==> src/rtl/pulse_gen_mc.sv <==
// pulse_gen_mc: multi-channel programmable pulse-train generator (delay, width, period, burst count).
// Define PULSE_GEN_SYNC_START_EN to add a sync_start input that launches all armed idle channels together.
module pulse_gen_mc #(
  parameter int   N_CH = 4,
  parameter int   W    = 16,
  parameter logic B0   = 1'b0,
  localparam int  CW   = (N_CH > 1) ? $clog2(N_CH) : 1
) (
  input  logic            clk,
  input  logic            rst,
  input  logic            cfg_we,
  input  logic [CW-1:0]   cfg_ch,
  input  logic [1:0]      cfg_addr,
  input  logic [W-1:0]    cfg_data,
  output logic            cfg_err,
  input  logic [N_CH-1:0] start,
  input  logic [N_CH-1:0] stop,
`ifdef PULSE_GEN_SYNC_START_EN
  input  logic            sync_start,
`endif
  output logic [N_CH-1:0] out,
  output logic [N_CH-1:0] outb,
  output logic [N_CH-1:0] busy,
  output logic [N_CH-1:0] done
);

  localparam logic [1:0] S_IDLE  = 2'd0;
  localparam logic [1:0] S_DLY   = 2'd1;
  localparam logic [1:0] S_ACT   = 2'd2;
  localparam logic [1:0] S_INACT = 2'd3;

  localparam logic [1:0] A_DELAY  = 2'd0;
  localparam logic [1:0] A_WIDTH  = 2'd1;
  localparam logic [1:0] A_PERIOD = 2'd2;

  logic [1:0]      state   [N_CH];
  logic [W-1:0]    delay_r [N_CH];
  logic [W-1:0]    width_r [N_CH];
  logic [W-1:0]    period_r[N_CH];
  logic [W-1:0]    count_r [N_CH];
  // Working copies taken at start so a burst never sees later register writes.
  logic [W-1:0]    width_s [N_CH];
  logic [W-1:0]    gap_s   [N_CH];
  logic [W-1:0]    count_s [N_CH];
  logic [W-1:0]    cnt     [N_CH];
  logic [W-1:0]    pcnt    [N_CH];

  logic [N_CH-1:0] out_q;
  logic [N_CH-1:0] done_q;
  logic [N_CH-1:0] wr_hit;
  logic [N_CH-1:0] wr_rej;
  logic [N_CH-1:0] go_req;
  logic [N_CH-1:0] start_ok;
  logic [N_CH-1:0] start_rej;
  logic [N_CH-1:0] is_last;
  logic            err_d;
`ifdef PULSE_GEN_SYNC_START_EN
  logic [N_CH-1:0] arm;
`endif

  always_comb begin
    // NOTE: every output of this block gets a default first, so no path can infer a latch.
    wr_hit    = '0;
    wr_rej    = '0;
    go_req    = '0;
    start_ok  = '0;
    start_rej = '0;
    is_last   = '0;
    busy      = '0;
    for (int c = 0; c < N_CH; c++) begin
      busy[c]   = (state[c] != S_IDLE);
      wr_hit[c] = cfg_we && (cfg_ch == CW'(c));
      wr_rej[c] = wr_hit[c] && busy[c];
`ifdef PULSE_GEN_SYNC_START_EN
      go_req[c] = !busy[c] && (start[c] || (sync_start && arm[c])) && !stop[c];
`else
      go_req[c] = !busy[c] && start[c] && !stop[c];
`endif
      start_ok[c]  = go_req[c] && (width_r[c] != '0) && (period_r[c] > width_r[c]);
      start_rej[c] = go_req[c] && !start_ok[c];
      // Final pulse of a finite burst: its trailing idle cycle is spent back in IDLE.
      is_last[c]   = (count_s[c] != '0) && (pcnt[c] == count_s[c]);
    end
    err_d = (|wr_rej) | (|start_rej);
  end

  always_ff @(posedge clk) begin
    // NOTE: all state here uses non-blocking assignments so every channel reacts to pre-edge values.
    if (rst) begin
      cfg_err <= 1'b0;
      out_q   <= {N_CH{B0}};
      done_q  <= '0;
`ifdef PULSE_GEN_SYNC_START_EN
      arm     <= '0;
`endif
      for (int c = 0; c < N_CH; c++) begin
        state[c]    <= S_IDLE;
        delay_r[c]  <= '0;
        width_r[c]  <= W'(1);
        period_r[c] <= W'(2);
        count_r[c]  <= '0;
        width_s[c]  <= '0;
        gap_s[c]    <= '0;
        count_s[c]  <= '0;
        cnt[c]      <= '0;
        pcnt[c]     <= '0;
      end
    end else begin
      cfg_err <= err_d;
      for (int c = 0; c < N_CH; c++) begin
        done_q[c] <= 1'b0;
`ifdef PULSE_GEN_SYNC_START_EN
        if (sync_start && !busy[c]) arm[c] <= 1'b0;
`endif
        if (wr_hit[c] && !busy[c]) begin
          case (cfg_addr)
            A_DELAY:  delay_r[c]  <= cfg_data;
            A_WIDTH:  width_r[c]  <= cfg_data;
            A_PERIOD: period_r[c] <= cfg_data;
            default: begin
`ifdef PULSE_GEN_SYNC_START_EN
              count_r[c] <= {1'b0, cfg_data[W-2:0]};
              arm[c]     <= cfg_data[W-1];
`else
              count_r[c] <= cfg_data;
`endif
            end
          endcase
        end

        if (stop[c]) begin
          state[c] <= S_IDLE;
          out_q[c] <= B0;
        end else begin
          case (state[c])
            S_IDLE: begin
              if (start_ok[c]) begin
                state[c]   <= S_DLY;
                cnt[c]     <= delay_r[c];
                width_s[c] <= width_r[c];
                gap_s[c]   <= period_r[c] - width_r[c];
                count_s[c] <= count_r[c];
                pcnt[c]    <= '0;
              end
            end
            S_DLY: begin
              if (cnt[c] == '0) begin
                state[c] <= S_ACT;
                out_q[c] <= ~B0;
                cnt[c]   <= width_s[c] - W'(1);
                if (pcnt[c] != '1) pcnt[c] <= pcnt[c] + W'(1);
              end else begin
                cnt[c] <= cnt[c] - W'(1);
              end
            end
            S_ACT: begin
              if (cnt[c] == '0) begin
                out_q[c] <= B0;
                if (is_last[c] && (gap_s[c] == W'(1))) begin
                  state[c]  <= S_IDLE;
                  done_q[c] <= 1'b1;
                end else begin
                  state[c] <= S_INACT;
                  cnt[c]   <= is_last[c] ? gap_s[c] - W'(2) : gap_s[c] - W'(1);
                end
              end else begin
                cnt[c] <= cnt[c] - W'(1);
              end
            end
            default: begin
              if (cnt[c] == '0) begin
                if (is_last[c]) begin
                  state[c]  <= S_IDLE;
                  done_q[c] <= 1'b1;
                end else begin
                  state[c] <= S_ACT;
                  out_q[c] <= ~B0;
                  cnt[c]   <= width_s[c] - W'(1);
                  if (pcnt[c] != '1) pcnt[c] <= pcnt[c] + W'(1);
                end
              end else begin
                cnt[c] <= cnt[c] - W'(1);
              end
            end
          endcase
        end
      end
    end
  end

  assign out  = out_q;
  assign outb = ~out_q;
  assign done = done_q;

endmodule

==> config.mk <==
export PLATFORM = sky130hd
export DESIGN_NAME = pulse_gen_mc
export DESIGN_NICKNAME = d
export VERILOG_FILES = /design/src/rtl/pulse_gen_mc.sv
export SDC_FILE = /design/constraint.sdc
export NUM_CORES = 1
export LEC_CHECK = 0
export BUFFER_PORTS_ARGS = -buffer_cell sky130_fd_sc_hd__buf_4
export CORE_MARGIN = 5
export CORE_UTILIZATION = 25
export DETAILED_ROUTE_END_ITERATION = 10
export GPL_TIMING_DRIVEN = 1
export PLACE_DENSITY = 0.38
export SLEW_MARGIN = 20
export SYNTH_ARGS = -nofsm -noshare
export SYNTH_HDL_FRONTEND = slang
export SYNTH_SLANG_ARGS = --single-unit
==> constraint.sdc <==
create_clock -name clk -period 7.2 [get_ports clk]
set_input_delay 1.44 -clock clk [delete_from_list [all_inputs] [get_ports clk]]
set_output_delay 1.44 -clock clk [all_outputs]
set_load 0.01 [all_outputs]
==> flow_summary.yaml <==
status:
  run_status: "complete, no violations"
power:
  power.internal_uw: 6440
  power_leakage_uw: 0.0136
  ir_drop_v: 0.000139
  power.share.sequential_pct: 47.1
  switching_share_pct: 26.6
  p_comb_share_pct: 10.0
  design_power_total_uw: 8780
  powerDensity_mw_per_mm2: 230
  clock_power_share_pct: 42.9
  power.net_switching_uw: 2340
sta:
  skew_ps: 31.6
  setup_viol: 0
  tightest_slew_ps: 1080
  hold_viol: 0
  report.final.slew_viol_count: 0
  timing.final.crit_share_pct: 65.2
  totalNegativeSetupSlack_ps: 0
  max-slew-margin-rel_pct: 27.2
  finalWorstPathRequiredPeriod_ps: 4700
  timing.fmax_mhz: 213
  grt_setup_unrepaired: "false"
final_layout:
  multi_input_area_mm2: 0.0148
  filler_cell_count: 13900
  regArea_mm2: 0.0177
  flow.area_growth_from_synthesis_pct: 14.3
  finish.net_count: 3321
  layout-drive-gt1-share_pct: 7.46
grt:
  first_global_vias: 24000
  globalRouteMet1Util_pct: 21.5
  met3_usage_pct: 2.46
  grt_util_met2_pct: 23.2
  grt_overflow: 0
  grt_antenna_before_repair: 16
  track_usage_pct: 14.9
  grt-busiest-layer: "met2"
  grt_start_max_net_pins: 49
  global_route_wire_length_before_repair_um: 160000
logic_synthesis:
  synth_top_area_share_pct: 52.4
  synth.distinct_cells: 88
  yosysSeqAreaShare_pct: 53.0
  postSynth.topFlopCell: "sky130_fd_sc_hd__edfxtp_1"
  netlist_instances: 3158
  count_of_yosys_warnings_during_synthesis: 0
  yosys.area.top_type: "sky130_fd_sc_hd__edfxtp_1"
  mappedNetlistNets: 3285
  synth.ff_latch_count: 593
  synth.area.top_cells: "sky130_fd_sc_hd__edfxtp_1 52%, sky130_fd_sc_hd__and2_1 6.1%, sky130_fd_sc_hd__xor2_1 4.3%"
  syn_avg_cell_area_um2: 10.6
  yosys.cell_count.top_type: "sky130_fd_sc_hd__edfxtp_1"
  async_flop_share_pct: 0
  post_synth_instance_area_mm2: 0.0335
  synth_edf_count: 584
  post_synth_most_frequent_cells: "584 x sky130_fd_sc_hd__edfxtp_1, 383 x sky130_fd_sc_hd__nor2_1, 328 x sky130_fd_sc_hd__and2_1"
floorplan:
  die_x_um: 376
  initial_standard_cell_utilization_of_the_core_pct: 25.1
  die_h_um: 376
  die_area_mm2: 0.141
  row_count: 134
  ioPinCount: 48
  core_region_area_mm2: 0.133
clocking:
  cts_htree_levels: 3
  cts_made_buffers: 77
  clockRootBuffer: "sky130_fd_sc_hd__clkbuf_16"
  worst_setup_hold_path_clk_slew_ps: 60
  cts-hold-fix-buffers: 0
  ctsResizeCount: 0
  cts.path.max_buffers: 3
  post_cts_buffers: 0
  numClockSinks: 593
  worst_skew_pair_latency_ps: 670
  clock_tree_from_tritoncts: "done"
worst_setup_path:
  critical_path.slowest_cell: "sky130_fd_sc_hd__nor3_1"
  worst_ep_arrival_time_ps: 4990
  critical_path.startpoint_type: "primary input"
  cpMostUsedCell: "sky130_fd_sc_hd__nand2_1"
  flop_to_flop_setup_slack_ps: 2570
  cp_slowest_stage_delay_ps: 880
  timing.setup.critical_path_class: "in -> reg"
  worstSetupEndpointType: "register"
  required_ps: 7500
  crit_path_max_fanout: 16
  cp_cell_instances: "buf_4 > nor2_1 > nand2_1 > nor3_1 > nand2_1 > nand2_1 > nand2_1 > nand2_1"
drt:
  drt_pre_antenna_iters: 7
  ant_nets: 0
  drt-wirelength-per-cell_um: 21.4
  post-route-drc-count: 0
  drt-total-wl_um: 108000
  num_vias: 23900
  drtIter0Drc: 2054
  detail_route.vias_per_cell: 4.75
placement:
  place_congestion: 0.856
  detailed_place_hpwl_um: 76400
  io_buffer_count: 47
job:
  max_cap_viols: 0
worst_hold_path:
  min-delay-path-class: "reg -> reg"
power by group through the flow:
stage	registers [µW]	clock network, µW	logic, µW
finish	4140	3770	876
global route	4160	4040	965
CTS	4140	3930	887
detailed placement	4210	0	882
global placement	4210	0	892
floorplan	4140	0	582
stage by stage:
stage / area (µm²) / cells / setup WS, ps / utilization, % / hold WS [ps]
5_1_grt: 38200 / 5029 / 2170 / 28.7 / 530
3_3_place_gp: 35800 / 4882 / 2020 / 26.8 / 500
2_1_floorplan: 33500 / 3158 / 3140 / - / 497
4_1_cts: 38200 / 5026 / 2510 / 28.7 / 515
3_5_place_dp: 35800 / 4882 / 1880 / 26.8 / 502
6_report: 38200 / 5039 / 2500 / 28.7 / 511
per-layer routing:
| metal | part of all wire (%) | routed length (µm) |
|---|---|---|
| met5 | 0 | 0 |
| met4 | 2.1 | 2270 |
| met3 | 5.0 | 5350 |
| met2 | 44 | 47900 |
| met1 | 48 | 52200 |
final cells by class:
type	count	share of cell area [%]
Clock buffer	88	5.17
Clock inverter	56	1.18
Inverter	128	1.26
Timing Repair Buffer	78	1.53
Multi-Input combinational cell	2316	38.7
Sequential cell	593	46.3
Tap cell	1768	5.78
Antenna cell	12	0.0785
state kept, by name, indices dropped and copies added (netlist names), 4 cells and up:
register,count
cnt,64
period_r,64
count_s,64
out,4
count_r,64
delay_r,64
state,8
width_s,64
width_r,64
pcnt,64
done,4
gap_s,64
layout by cell type (no fill, tap or decap), drive strengths merged, types with 11 or more instances in the layout:
master  netlist  layout
mux2i        11      11
inv         127     132
ha           92      92
nand2b       18      18
nand2       182     182
clkinv        1      43
nor3b        16      16
nor3        101     101
o21a         17      17
a31oi        16      16
a211oi       44      44
and2        330     330
o211ai       18      18
and3         38      38
nor4         74      74
clkbuf      105      88
o22ai        19      19
a21o         19      19
nor2        383     383
o21bai       20      20
or4          21      21
diode         0      12
or2          20      20
a22oi        13      13
nand4        37      37
o221ai       15      15
edfxtp      584     584
xor2        165     165
or3          52      52
o21ai        97      97
a21oi       153     153
buf          16      78
nor2b        17      17
xnor2       156     156
nand3        60      60
critical path, delay by kind of cell:
family	cells	cell delay, ps
buf+inv	1	220
simple gates	7	3320
logic make-up (layout without fill, tap and decap cells):
| kind of cell | count (synthesis) | in the layout | synth area share [%] |
|---|---|---|---|
| mux | 15 | 15 | 0.497 |
| simple gates | 1369 | 1369 | 21.4 |
| xor+xnor | 321 | 321 | 8.40 |
| other cells | 0 | 12 | 0 |
| flops | 593 | 593 | 53.0 |
| buf+inv | 249 | 350 | 2.91 |
| compound gates | 514 | 514 | 10.1 |
| fa+ha+maj | 97 | 97 | 3.71 |
worst paths after layout:
check / from / to / depth (start not counted)
setup / recovery: rst / pcnt[2][11] / 8
hold / removal: count_r[1][9] / count_s[1][9] / 1
hold reg to reg: count_r[1][9] / count_s[1][9] / 1
setup reg to reg: count_s[2][8] / pcnt[2][11] / 9
No activity file was read; power rests on OpenSTA's default activity.
